--- src/rtl/div_ctrl_pkg.sv ---
// rtl/div_ctrl_pkg.sv - shared widths and FSM state encodings for the divider controller
package div_ctrl_pkg;

  localparam int DIV_DATA_WD = 32;
  localparam int DIV_CNT_WD  = 6;

  typedef enum logic [1:0] {
    DIV_IDLE = 2'b00,
    DIV_BUSY = 2'b01,
    DIV_ZERO = 2'b10,
    DIV_DONE = 2'b11
  } div_state_e;

endpackage

--- src/rtl/div_core.sv ---
// rtl/div_core.sv - one combinational restoring-division step (shift in a dividend bit, trial subtract)
module div_core
  import div_ctrl_pkg::*;
#(
  parameter int DATA_WD = DIV_DATA_WD
) (
  input  logic [DATA_WD-1:0] r_in,
  input  logic [DATA_WD-1:0] q_in,
  input  logic [DATA_WD-1:0] divisor,
  input  logic               dividend_bit,
  output logic [DATA_WD-1:0] r_out,
  output logic [DATA_WD-1:0] q_out
);

  logic [DATA_WD:0] r_sh;
  logic [DATA_WD:0] diff;

  // Keep the subtraction only when the shifted partial remainder covers the divisor.
  always_comb begin
    r_sh = {r_in, dividend_bit};
    diff = r_sh - {1'b0, divisor};
    if (r_sh >= {1'b0, divisor}) begin
      r_out = diff[DATA_WD-1:0];
      q_out = {q_in[DATA_WD-2:0], 1'b1};
    end else begin
      r_out = r_sh[DATA_WD-1:0];
      q_out = {q_in[DATA_WD-2:0], 1'b0};
    end
  end

endmodule

--- src/rtl/div_ctrl.sv ---
// rtl/div_ctrl.sv - DIV/DIVU sequencer with pipeline stall; DIV_ZERO_FAST_EN enables the divide-by-zero shortcut
module div_ctrl
  import div_ctrl_pkg::*;
#(
  parameter int DATA_WD = DIV_DATA_WD,
  parameter int CNT_WD  = DIV_CNT_WD
) (
  input  logic                 clk,
  input  logic                 rst,
  input  logic                 annul,
  input  logic                 div_start,
  input  logic                 div_signed,
  input  logic [DATA_WD-1:0]   div_opa,
  input  logic [DATA_WD-1:0]   div_opb,
  output logic                 stallreq_for_div,
  output logic                 div_ready,
  output logic [2*DATA_WD-1:0] div_result,
  output logic                 div_busy
);

  localparam logic [CNT_WD-1:0] LAST_CNT = CNT_WD'(DATA_WD - 1);

  div_state_e         state;
  logic [CNT_WD-1:0]  cnt;
  logic [DATA_WD-1:0] a_sh;
  logic [DATA_WD-1:0] b_abs;
  logic [DATA_WD-1:0] r_q;
  logic [DATA_WD-1:0] q_q;
  logic               sign_q;
  logic               sign_r;
  logic               b_zero;
  logic [DATA_WD-1:0] r_nxt;
  logic [DATA_WD-1:0] q_nxt;

  function automatic logic [DATA_WD-1:0] abs_of(input logic [DATA_WD-1:0] x, input logic sgn);
    return (sgn && x[DATA_WD-1]) ? -x : x;
  endfunction

  function automatic logic [DATA_WD-1:0] neg_if(input logic [DATA_WD-1:0] x, input logic neg);
    return neg ? -x : x;
  endfunction

  // The dividend is consumed MSB-first by shifting a_sh left each BUSY cycle.
  div_core #(.DATA_WD(DATA_WD)) u_core (
    .r_in         (r_q),
    .q_in         (q_q),
    .divisor      (b_abs),
    .dividend_bit (a_sh[DATA_WD-1]),
    .r_out        (r_nxt),
    .q_out        (q_nxt)
  );

  // FSM, iteration counter, operand/sign latches and the registered result with sign fixup.
  always_ff @(posedge clk) begin
    if (rst) begin
      state      <= DIV_IDLE;
      cnt        <= '0;
      a_sh       <= '0;
      b_abs      <= '0;
      r_q        <= '0;
      q_q        <= '0;
      sign_q     <= 1'b0;
      sign_r     <= 1'b0;
      b_zero     <= 1'b0;
      div_ready  <= 1'b0;
      div_result <= '0;
    end else begin
      div_ready <= 1'b0;
      if (annul) begin
        state <= DIV_IDLE;
      end else begin
        case (state)
          DIV_IDLE: begin
            if (div_start) begin
              a_sh   <= abs_of(div_opa, div_signed);
              b_abs  <= abs_of(div_opb, div_signed);
              sign_q <= div_signed & (div_opa[DATA_WD-1] ^ div_opb[DATA_WD-1]);
              sign_r <= div_signed & div_opa[DATA_WD-1];
              b_zero <= (div_opb == '0);
              r_q    <= '0;
              q_q    <= '0;
              cnt    <= '0;
`ifdef DIV_ZERO_FAST_EN
              state  <= (div_opb == '0) ? DIV_ZERO : DIV_BUSY;
`else
              state  <= DIV_BUSY;
`endif
            end
          end
          DIV_BUSY: begin
            r_q  <= r_nxt;
            q_q  <= q_nxt;
            a_sh <= a_sh << 1;
            cnt  <= cnt + 1'b1;
            if (cnt == LAST_CNT) begin
              state     <= DIV_DONE;
              div_ready <= 1'b1;
              // With a zero divisor r_nxt is |opa|, so the remainder fixup restores raw opa.
              div_result <= {neg_if(r_nxt, sign_r), b_zero ? {DATA_WD{1'b1}} : neg_if(q_nxt, sign_q)};
            end
          end
          DIV_ZERO: begin
            state      <= DIV_DONE;
            div_ready  <= 1'b1;
            div_result <= {neg_if(a_sh, sign_r), {DATA_WD{1'b1}}};
          end
          DIV_DONE: begin
            state <= DIV_IDLE;
          end
          default: state <= DIV_IDLE;
        endcase
      end
    end
  end

  // Stall EX while an op is being accepted or computed; release it in DONE so EX advances.
  always_comb begin
    stallreq_for_div = 1'b0;
    case (state)
      DIV_IDLE: stallreq_for_div = div_start & ~annul;
      DIV_BUSY: stallreq_for_div = 1'b1;
      DIV_ZERO: stallreq_for_div = 1'b1;
      default:  stallreq_for_div = 1'b0;
    endcase
  end

  assign div_busy = (state != DIV_IDLE);

endmodule

--- config.mk ---
export PLATFORM = sky130hd
export DESIGN_NAME = div_ctrl
export DESIGN_NICKNAME = d
export VERILOG_FILES = /design/src/rtl/div_ctrl_pkg.sv /design/src/rtl/div_core.sv /design/src/rtl/div_ctrl.sv
export SDC_FILE = /design/constraint.sdc
export NUM_CORES = 1
export LEC_CHECK = 0
export ABC_AREA = 1
export BUFFER_PORTS_ARGS = -buffer_cell sky130_fd_sc_hd__clkbuf_2
export CAP_MARGIN = 0
export CORE_UTILIZATION = 30
export CTS_BUF_LIST = sky130_fd_sc_hd__clkbuf_4 sky130_fd_sc_hd__clkbuf_8 sky130_fd_sc_hd__clkbuf_16
export DETAILED_ROUTE_END_ITERATION = 7
export PLACE_DENSITY = 0.49
export SLEW_MARGIN = 10
export SYNTH_ARGS = -nofsm -noshare
export SYNTH_HDL_FRONTEND = slang
export SYNTH_SLANG_ARGS = --single-unit
--- constraint.sdc ---
create_clock -name clk -period 4.6 [get_ports clk]
set_input_delay 0.69 -clock clk [delete_from_list [all_inputs] [get_ports clk]]
set_output_delay 0.69 -clock clk [all_outputs]
set_load 0.02 [all_outputs]
==> results of run 1 <==
-- critical path: stages (launching register included) --
cell and delay [ns]:
dfxtp_1 0.44, ha_1 0.33, nand2_1 0.13, inv_1 0.05, a21oi_1 0.36, o21bai_2 0.12, inv_2 0.07, nand2_2 0.08
nand2_4 0.09, nand2_8 0.05, inv_2 0.05, ha_1 0.16, inv_1 0.06, nor3_1 0.20, nor3b_1 0.29, nand4_1 0.19
nor2_1 0.24, nand3_1 0.18, o21ai_1 0.28, nand2_1 0.08, inv_1 0.10, nand2_1 0.07, a21oi_1 0.11, o21ai_0 0.11
o211ai_1 0.09, inv_1 0.06
-- layout make-up --
| cell class | count | share of cell area, % |
|---|---|---|
| flip-flops and latches | 203 | 24.3 |
| multi-input cells | 1763 | 53.7 |
| clock buffers | 38 | 4.64 |
| well taps | 615 | 4.60 |
| inverters | 306 | 6.87 |
| repair buffers | 158 | 5.09 |
| clock inverters | 9 | 0.808 |
-- power by group through the flow --
stage               Combinational, mW  Sequential, mW  Clock, mW
global placement                 1.43            1.96          0
floorplan                       0.951            1.98          0
global route                     1.60            1.93       2.31
detailed placement               1.43            1.96          0
CTS                              1.43            1.92       2.23
finish                           1.44            1.92       2.19
-- cell usage in the layout (no fill, tap or decap), drive strengths merged --
cell,n
a221oi,3
nor3,47
nand3b,16
nand3,129
o21ai,196
nor2,226
o21a,2
o221ai,18
o22ai,1
bufinv,3
or3,2
nand4,28
a31oi,27
buf,24
o21bai,5
a211oi,2
clkinv,7
xor2,38
inv,305
ha,43
fa,1
nand2,639
a21oi,255
dfxtp,203
o2111ai,1
nor4,9
or2,14
xnor2,32
o211ai,20
o31ai,7
clkbuf,172
nor3b,2
-- how the worst min path moves through the flow --
stage                   end  cells past startpoint  slack [ns]
floorplan            b_zero                      2        0.45
global placement     cnt[2]                      2        0.47
detailed placement  q_q[30]                      2        0.47
CTS                 a_sh[0]                      3        0.37
global route        a_sh[0]                      3        0.39
finish              a_sh[0]                      3        0.40
-- synth_stat cells (2+ instances only) --
| cell | instances |
|---|---|
| nor3_1 | 45 |
| nand3_2 | 6 |
| nand2_1 | 612 |
| o21ai_0 | 180 |
| clkinv_1 | 3 |
| nor3b_1 | 2 |
| nor2_1 | 206 |
| clkbuf_1 | 78 |
| dfxtp_1 | 203 |
| nor2_4 | 8 |
| nor2_2 | 11 |
| a221oi_1 | 3 |
| o31ai_1 | 7 |
| o21ai_1 | 12 |
| or3_1 | 2 |
| o211ai_1 | 20 |
| nand2_2 | 22 |
| inv_2 | 12 |
| buf_4 | 3 |
| a21oi_2 | 2 |
| nand3b_1 | 15 |
| xnor2_1 | 32 |
| a31oi_1 | 27 |
| a21oi_1 | 253 |
| buf_6 | 4 |
| o221ai_1 | 18 |
| a211oi_1 | 2 |
| nand2_4 | 4 |
| ha_1 | 43 |
| xor2_1 | 38 |
| nand4_1 | 28 |
| inv_1 | 291 |
| buf_2 | 9 |
| o21ai_2 | 4 |
| nor3_2 | 2 |
| o21a_1 | 2 |
| buf_1 | 7 |
| o21bai_1 | 4 |
| or2_2 | 12 |
| nor4_1 | 9 |
| nand3_1 | 122 |
-- kinds of logic after synthesis --
family	Yosys count	synth area share (%)
simple gates	1112	33.3
compound gates	537	20.0
buf+inv	407	10.8
flops	203	27.8
xor+xnor	70	4.20
fa+ha+maj	44	3.82
-- flip-flops by register name, summed over array words and instances (netlist names), 2 cells and up --
name        cells
cnt             6
a_sh           32
div_result     64
r_q            32
state           2
q_q            31
b_abs          32
-- through the flow --
stage	hold WS, ns	instance area [um2]	setup slack [ns]
finish	0.401	16700	0.509
detailed placement	0.474	15800	0.426
global route	0.394	16700	0.0136
floorplan	0.446	14600	1.02
global placement	0.468	15800	0.506
CTS	0.370	16700	0.391
-- per-layer routing --
layer	vias to the layer above	GRT usage [%]
met3	85	3.95
met2	368	35.5
li1	7932	-
met4	6	7.05
met1	7242	28.2
met5	-	0
-- what timing repair did --
item,in CTS,in global routing
resized for setup,0,1
buffers inserted,0,0
endpoints found under the setup margin,0,1
==> flow_summary.json, run 1 <==
{
  "top_layer": "met5",
  "yosysWarnings": 0,
  "routedWlPerCell_um": 17.4,
  "drt-met1-wl_um": 24900,
  "p_clk_share_pct": 39.5,
  "synth.distinct_cells": 51,
  "first_pass_iters": 8,
  "hold_viol": 0,
  "grt_pass1_vias": 15100,
  "seqPwrFrac_pct": 34.6,
  "grt_max_degree": 75,
  "r2r_end": "div_result[30]",
  "worstReg2RegStart": "r_q[11]",
  "syn_avg_cell_area_um2": 6.15,
  "vias": 15600,
  "ys_seq_area_share_pct": 27.8,
  "row_count": 80,
  "cp_data_arrival_time_ns": 4.54,
  "max_freq_mhz": 244,
  "h-tree-depth": 1,
  "syn_inst": 2373,
  "synth_area_leaders": "dfxtp_1, nand2_1, a21oi_1, inv_1, o21ai_0",
  "layout-drive-gt1-share_pct": 12.1,
  "final-setup-viol-count": 0,
  "cts_sinks": 203,
  "async_reset_ff_share_pct": 0,
  "synthFlopType": "dfxtp_1",
  "core-area_um2": 47800,
  "dp_hpwl_um": 41000,
  "layout_min_cycle_time_ns": 4.09,
  "tightestPinTransition_ns": 0.986,
  "hold_class": "primary input to register",
  "critPathMaxFanout": 5,
  "crit_type": "register to register",
  "io_buffers": 135,
  "cts_made_buffers": 27,
  "dr_wl_met3_um": 2790,
  "grtUsageTotal_pct": 21.5,
  "n_antenna_cell": 0,
  "gp_congestion": 0.970,
  "drc_errors": 0,
  "outcome": "complete, no violations",
  "stdcell_count": 3092,
  "reg2reg_depth": 25,
  "crit_path_end": "div_result[30]",
  "holdBufCountCts": 0,
  "clkTransAtPathRegs_ns": 0.06,
  "slew_violations": 0,
  "fillCellCount": 5293,
  "ys_ff_latch": 203,
  "synth_nets": 2486,
  "drt-initial-drc-count": 1046,
  "chipWidth_um": 223,
  "grt_pass1_wl_um": 84700,
  "critical_path.endpoint_type": "register",
  "tns_ns": 0,
  "power.density_nw_per_um2": 332,
  "synth_edf_count": 0,
  "crit_start": "r_q[11]",
  "reg2reg_slack_ns": 0.51,
  "dp_cells": 3045,
  "die_h_um": 223,
  "p_total_mw": 5.55,
  "cts-root-buf": "clkbuf_16",
  "max_cap_viol_count": 0,
  "pin_count": 136,
  "power.share.switching_pct": 34.7,
  "initial_core_util_pct": 30.5,
  "die_area_um2": 49600,
  "antenna_found_initial": 3,
  "clockBufferDepth": 3,
  "area_growth_pct": 14.6,
  "multi_input_area_um2": 8980,
  "fin_nets": 2572,
  "min_period_over_period_pct": 88.9,
  "switchingPower_mw": 1.92,
  "start_kind": "register",
  "required_ns": 5.05,
  "clock_latency_ns": 0.58,
  "final_util_pct": 35.0,
  "combPwrFrac_pct": 25.9,
  "internal_power_mw": 3.62,
  "rsz0062_at_grt": "no",
  "slew_headroom_pct": 34.2,
  "routed_via_density": 5.06,
  "synth_area_um2": 14600,
  "seq_area_um2": 4070,
  "min_from": "div_opa[0]",
  "peakVddDrop_uv": 287,
  "yosys.area.top_type_share_pct": 27.8,
  "ant_nets": 0,
  "leakagePower_nw": 7.87,
  "overflow": 0,
  "routed_wirelength_um": 53800,
  "cts_tree": "yes",
  "yosysTopAreaCell": "dfxtp_1",
  "wl_met2_um": 24400,
  "skew_ns": 0.0247
}
No activity file was read; power rests on OpenSTA's default activity.
==> run 2: changes to the inputs <==
RECOVER_POWER = 100   (was not set)
SLEW_MARGIN = 0   (was 10)
==> flow_summary.json, run 2 (same netlist as run 1, synthesis figures left out) <==
{
  "layout_min_cycle_time_ns": 4.29,
  "drt-met1-wl_um": 24900,
  "chipWidth_um": 223,
  "rsz0062_at_grt": "no",
  "initial_core_util_pct": 30.5,
  "tightestPinTransition_ns": 2.39,
  "max_cap_viol_count": 2,
  "grt_pass1_wl_um": 84700,
  "top_layer": "met5",
  "cts_tree": "yes",
  "vias": 15600,
  "outcome": "finished with violations",
  "dr_wl_met3_um": 2950,
  "peakVddDrop_uv": 287,
  "final_util_pct": 34.6,
  "drc_errors": 0,
  "tns_ns": 0,
  "violations": "max-capacitance violations, max-slew violations",
  "clkTransAtPathRegs_ns": 0.06,
  "crit_type": "register to register",
  "holdBufCountCts": 0,
  "combPwrFrac_pct": 25.4,
  "row_count": 80,
  "grtUsageTotal_pct": 21.5,
  "dp_hpwl_um": 41000,
  "clockBufferDepth": 3,
  "layout_commonest_cell": "nand2_1",
  "fin_nets": 2572,
  "first_pass_iters": 6,
  "power.share.switching_pct": 34.6,
  "io_buffers": 135,
  "cts_setup_buffers": 0,
  "required_ns": 5.07,
  "overflow": 0,
  "routed_wirelength_um": 53900,
  "wl_met2_um": 24300,
  "skew_ns": 0.0225,
  "p_clk_share_pct": 39.8,
  "power.density_nw_per_um2": 333,
  "final_cell_mix": "nand2_1, inv_1, a21oi_1",
  "area_growth_pct": 13.4,
  "routedWlPerCell_um": 17.4,
  "seqPwrFrac_pct": 34.8,
  "cts_made_buffers": 27,
  "internal_power_mw": 3.60,
  "drt-initial-drc-count": 1059,
  "n_antenna_cell": 0,
  "core-area_um2": 47800,
  "clock_latency_ns": 0.58,
  "h-tree-depth": 1,
  "critical_path.endpoint_type": "register",
  "regMostFlops": "div_result",
  "hold_class": "primary input to register",
  "grt_pass1_vias": 15100,
  "final-setup-viol-count": 0,
  "largest_register_ffs": 64,
  "dpl_cell_area_um2": 15800,
  "cts-root-buf": "clkbuf_16",
  "start_kind": "register",
  "slew_violations": 81,
  "cts_resized": 0,
  "max_freq_mhz": 233,
  "antenna_found_initial": 3,
  "slew_headroom_pct": -59.6,
  "min_period_over_period_pct": 93.2,
  "hold_viol": 0,
  "finalInstanceArea_um2": 16600,
  "grt_max_degree": 75,
  "p_total_mw": 5.51,
  "die_h_um": 223,
  "layout-drive-gt1-share_pct": 8.44,
  "cp_data_arrival_time_ns": 4.75,
  "cts_sinks": 203,
  "gp_congestion": 0.970,
  "ant_nets": 0,
  "switchingPower_mw": 1.91,
  "stdcell_count": 3092,
  "die_area_um2": 49600,
  "pin_count": 136,
  "dp_cells": 3045,
  "leakagePower_nw": 7.59,
  "routed_via_density": 5.06,
  "critPathMaxFanout": 45
}
## run 2: area by class of cell
cell class | count | area (um2)
Multi-Input combinational cell | 1763 | 8910
Inverter | 306 | 1150
Sequential cell | 203 | 4070
Clock inverter | 9 | 135
Clock buffer | 38 | 777
Timing Repair Buffer | 158 | 747
Tap cell | 615 | 769
Fill cell | 5357 | 31300
## run 2: path summary, 6_finish.rpt
kind / slack [ns] / endpoint / cells after the start / start
setup reg to reg: 0.31 / div_result[52] / 23 / b_abs[10]
setup / recovery: 0.31 / div_result[52] / 23 / b_abs[10]
hold reg to reg: 0.48 / cnt[4] / 2 / cnt[3]
hold / removal: 0.40 / a_sh[0] / 3 / div_opa[0]
## run 2: worst max-delay path, cell delays in order, from the launching register on
cell and delay, ns:
dfxtp_1 0.33, inv_1 0.07, ha_1 0.37, nand2_1 0.14, nor2_1 0.29, inv_1 0.11
nor2_2 0.12, nand2_1 0.09, nand2_2 0.10, nand2_4 0.07, nand2_8 0.07, buf_4 0.48
nand2_1 0.17, o21ai_0 0.29, ha_1 0.30, nand2_1 0.16, nor2_8 0.19, nand2_1 0.14
nor2_4 0.12, nand2_1 0.09, nand2_1 0.12, nand3_1 0.11, nand3_1 0.15, a21oi_1 0.08
## run 2: per-stage QoR
step / hold WS, ns / setup WS, ns
6_report: 0.400 / 0.311
4_1_cts: 0.370 / 0.391
3_5_place_dp: 0.474 / 0.426
2_1_floorplan: 0.446 / 1.02
3_3_place_gp: 0.468 / 0.506
5_1_grt: 0.394 / 0.00847
## run 2: power groups by stage
stage                     Sequential, mW  Combinational, mW  Clock, mW
after global placement              1.96               1.43          0
final                               1.92               1.40       2.19
after global routing                1.93               1.57       2.31
after floorplan                     1.98              0.951          0
after CTS                           1.92               1.43       2.23
after detailed placement            1.96               1.43          0
## run 2: metal layers
layer | vias up | GRT usage, %
met4 | 6 | 7.05
met5 | - | 0
li1 | 7928 | -
met1 | 7234 | 28.2
met2 | 382 | 35.5
met3 | 91 | 3.95
==> run 3: changes to the inputs <==
CTS_BUF_LIST = sky130_fd_sc_hd__clkbuf_16   (was sky130_fd_sc_hd__clkbuf_4 sky130_fd_sc_hd__clkbuf_8 sky130_fd_sc_hd__clkbuf_16)
REMOVE_ABC_BUFFERS = 1   (was not set)
==> flow_summary.json, run 3 (same netlist as run 1, synthesis figures left out) <==
{
  "outcome": "finished with violations",
  "violations": "max-capacitance violations, max-slew violations",
  "drc_errors": 0,
  "holdBufCountCts": 0,
  "regMostFlops": "div_result",
  "hold_viol": 0,
  "tightestPinTransition_ns": 2.25,
  "rsz0062_at_grt": "no",
  "cts_made_buffers": 26,
  "cts_setup_buffers": 0,
  "cts-root-buf": "clkbuf_16",
  "pin_count": 136,
  "die_h_um": 223,
  "first_pass_iters": 5,
  "tns_ns": 0,
  "overflow": 0,
  "cts_sinks": 203,
  "peakVddDrop_uv": 256,
  "io_buffers": 135,
  "reg2reg_slack_ns": 0.46,
  "worst-path-buf-inv": 3,
  "routed_wirelength_um": 49800,
  "routed_via_density": 4.99,
  "required_ns": 5.07,
  "min_period_over_period_pct": 90.0,
  "final-setup-viol-count": 0,
  "skew_ns": 0.0119,
  "grt_pass1_vias": 14300,
  "h-tree-depth": 1,
  "power.density_nw_per_um2": 327,
  "whs_path_depth": 3,
  "clock_latency_ns": 0.56,
  "seq_area_um2": 4070,
  "layout_commonest_cell": "nand2_1",
  "fin_nets": 2567,
  "reg2reg_depth": 9,
  "layout_min_cycle_time_ns": 4.14,
  "crit_chain": "inv_1 -> ha_1 -> clkinv_1 -> o21ai_0 -> nand2_1 -> nor2_1 -> clkbuf_2 -> nand2_1 -> a21oi_1",
  "antenna_found_initial": 0,
  "routedWlPerCell_um": 16.1,
  "row_count": 80,
  "vias": 15400,
  "cp_num_cells": 9,
  "dp_hpwl_um": 37300,
  "chipWidth_um": 223,
  "max_freq_mhz": 242,
  "critPathMaxFanout": 63,
  "initial_core_util_pct": 30.5,
  "hold_class": "primary input to register",
  "layout-drive-gt1-share_pct": 8.13,
  "critical_path.endpoint_type": "register",
  "whs_endpoint": "a_sh[0]",
  "ant_nets": 0,
  "core-area_um2": 47800,
  "stdcell_count": 3088,
  "clkTransAtPathRegs_ns": 0.06,
  "slew_violations": 163,
  "p_total_mw": 5.40,
  "holdWs_ns": 0.410,
  "multi_input_area_um2": 8930,
  "max_cap_viol_count": 4,
  "worstReg2RegStart": "state[1]",
  "slowest_delay_ns": 1.07,
  "fillCellCount": 5427,
  "leakagePower_nw": 7.56,
  "dp_cells": 3041,
  "worst_path_dominant_cell_family": "simple AND/OR/NAND/NOR gates",
  "cts_tree": "yes",
  "start_kind": "register",
  "cp_data_arrival_time_ns": 4.61,
  "crit_type": "register to register",
  "largest_register_ffs": 64,
  "n_antenna_cell": 0,
  "final_cell_mix": "nand2_1, inv_1, a21oi_1",
  "cp_slowest_cell": "clkbuf_2",
  "slew_headroom_pct": -50.1,
  "r2r_end": "q_q[3]",
  "area_growth_pct": 12.9,
  "crit_top_cell": "nand2_1",
  "grt_max_degree": 75,
  "cts_resized": 0,
  "drt-initial-drc-count": 1019,
  "grtUsageTotal_pct": 19.7,
  "die_area_um2": 49600,
  "min_from": "div_opa[0]",
  "gp_congestion": 0.917,
  "grt_pass1_wl_um": 78300,
  "clockBufferDepth": 3
}
-- run 3: worst max-delay path by stage --
| stage | slack, ns | endpoint | from |
|---|---|---|---|
| floorplan | -2.13 | r_q[1] | state[1] |
| global placement | 0.28 | div_result[30] | b_abs[25] |
| detailed placement | 0.31 | div_result[30] | b_abs[25] |
| CTS | 0.27 | div_result[30] | b_abs[25] |
| global route | 0.001 | div_result[30] | b_abs[25] |
| finish | 0.46 | q_q[3] | state[1] |
-- run 3: cell type report --
cell class / count / share of cell area, %
inverters: 306 / 6.97
multi-input cells: 1763 / 54.2
well taps: 615 / 4.67
clock buffers: 26 / 3.95
flip-flops and latches: 203 / 24.7
repair buffers: 154 / 4.37
clock inverters: 21 / 1.24
-- run 3: tightest hold or removal path, delay by kind of cell --
family | cells | cell delay (ns)
buffers and inverters | 1 | 0.11
and+or+nand+nor | 1 | 0.07
AOI/OAI and AO/OA | 1 | 0.05
-- run 3: power by group --
group,switching [mW],internal [mW]
logic,0.965,0.416
registers,0.0722,1.85
clock network,0.851,1.25
total,1.89,3.51
-- run 3: metrics by stage --
stage / util [%] / cell area, um2 / setup WS, ns
5_1_grt: 34.5 / 16500 / 0.00141
6_report: 34.5 / 16500 / 0.461
3_3_place_gp: 33.0 / 15800 / 0.277
3_5_place_dp: 33.0 / 15800 / 0.308
4_1_cts: 34.8 / 16600 / 0.268
2_1_floorplan: - / 14200 / -2.13
-- run 3: layer usage --
metal	vias to the layer above	part of all wire [%]	GRT usage, %	wire [um]
met2	305	46	32.7	22900
met5	-	0	0	0
li1	7911	-	-	-
met1	7139	48	26.7	23700
met4	0	1.8	4.58	922
met3	50	4.5	2.79	2260
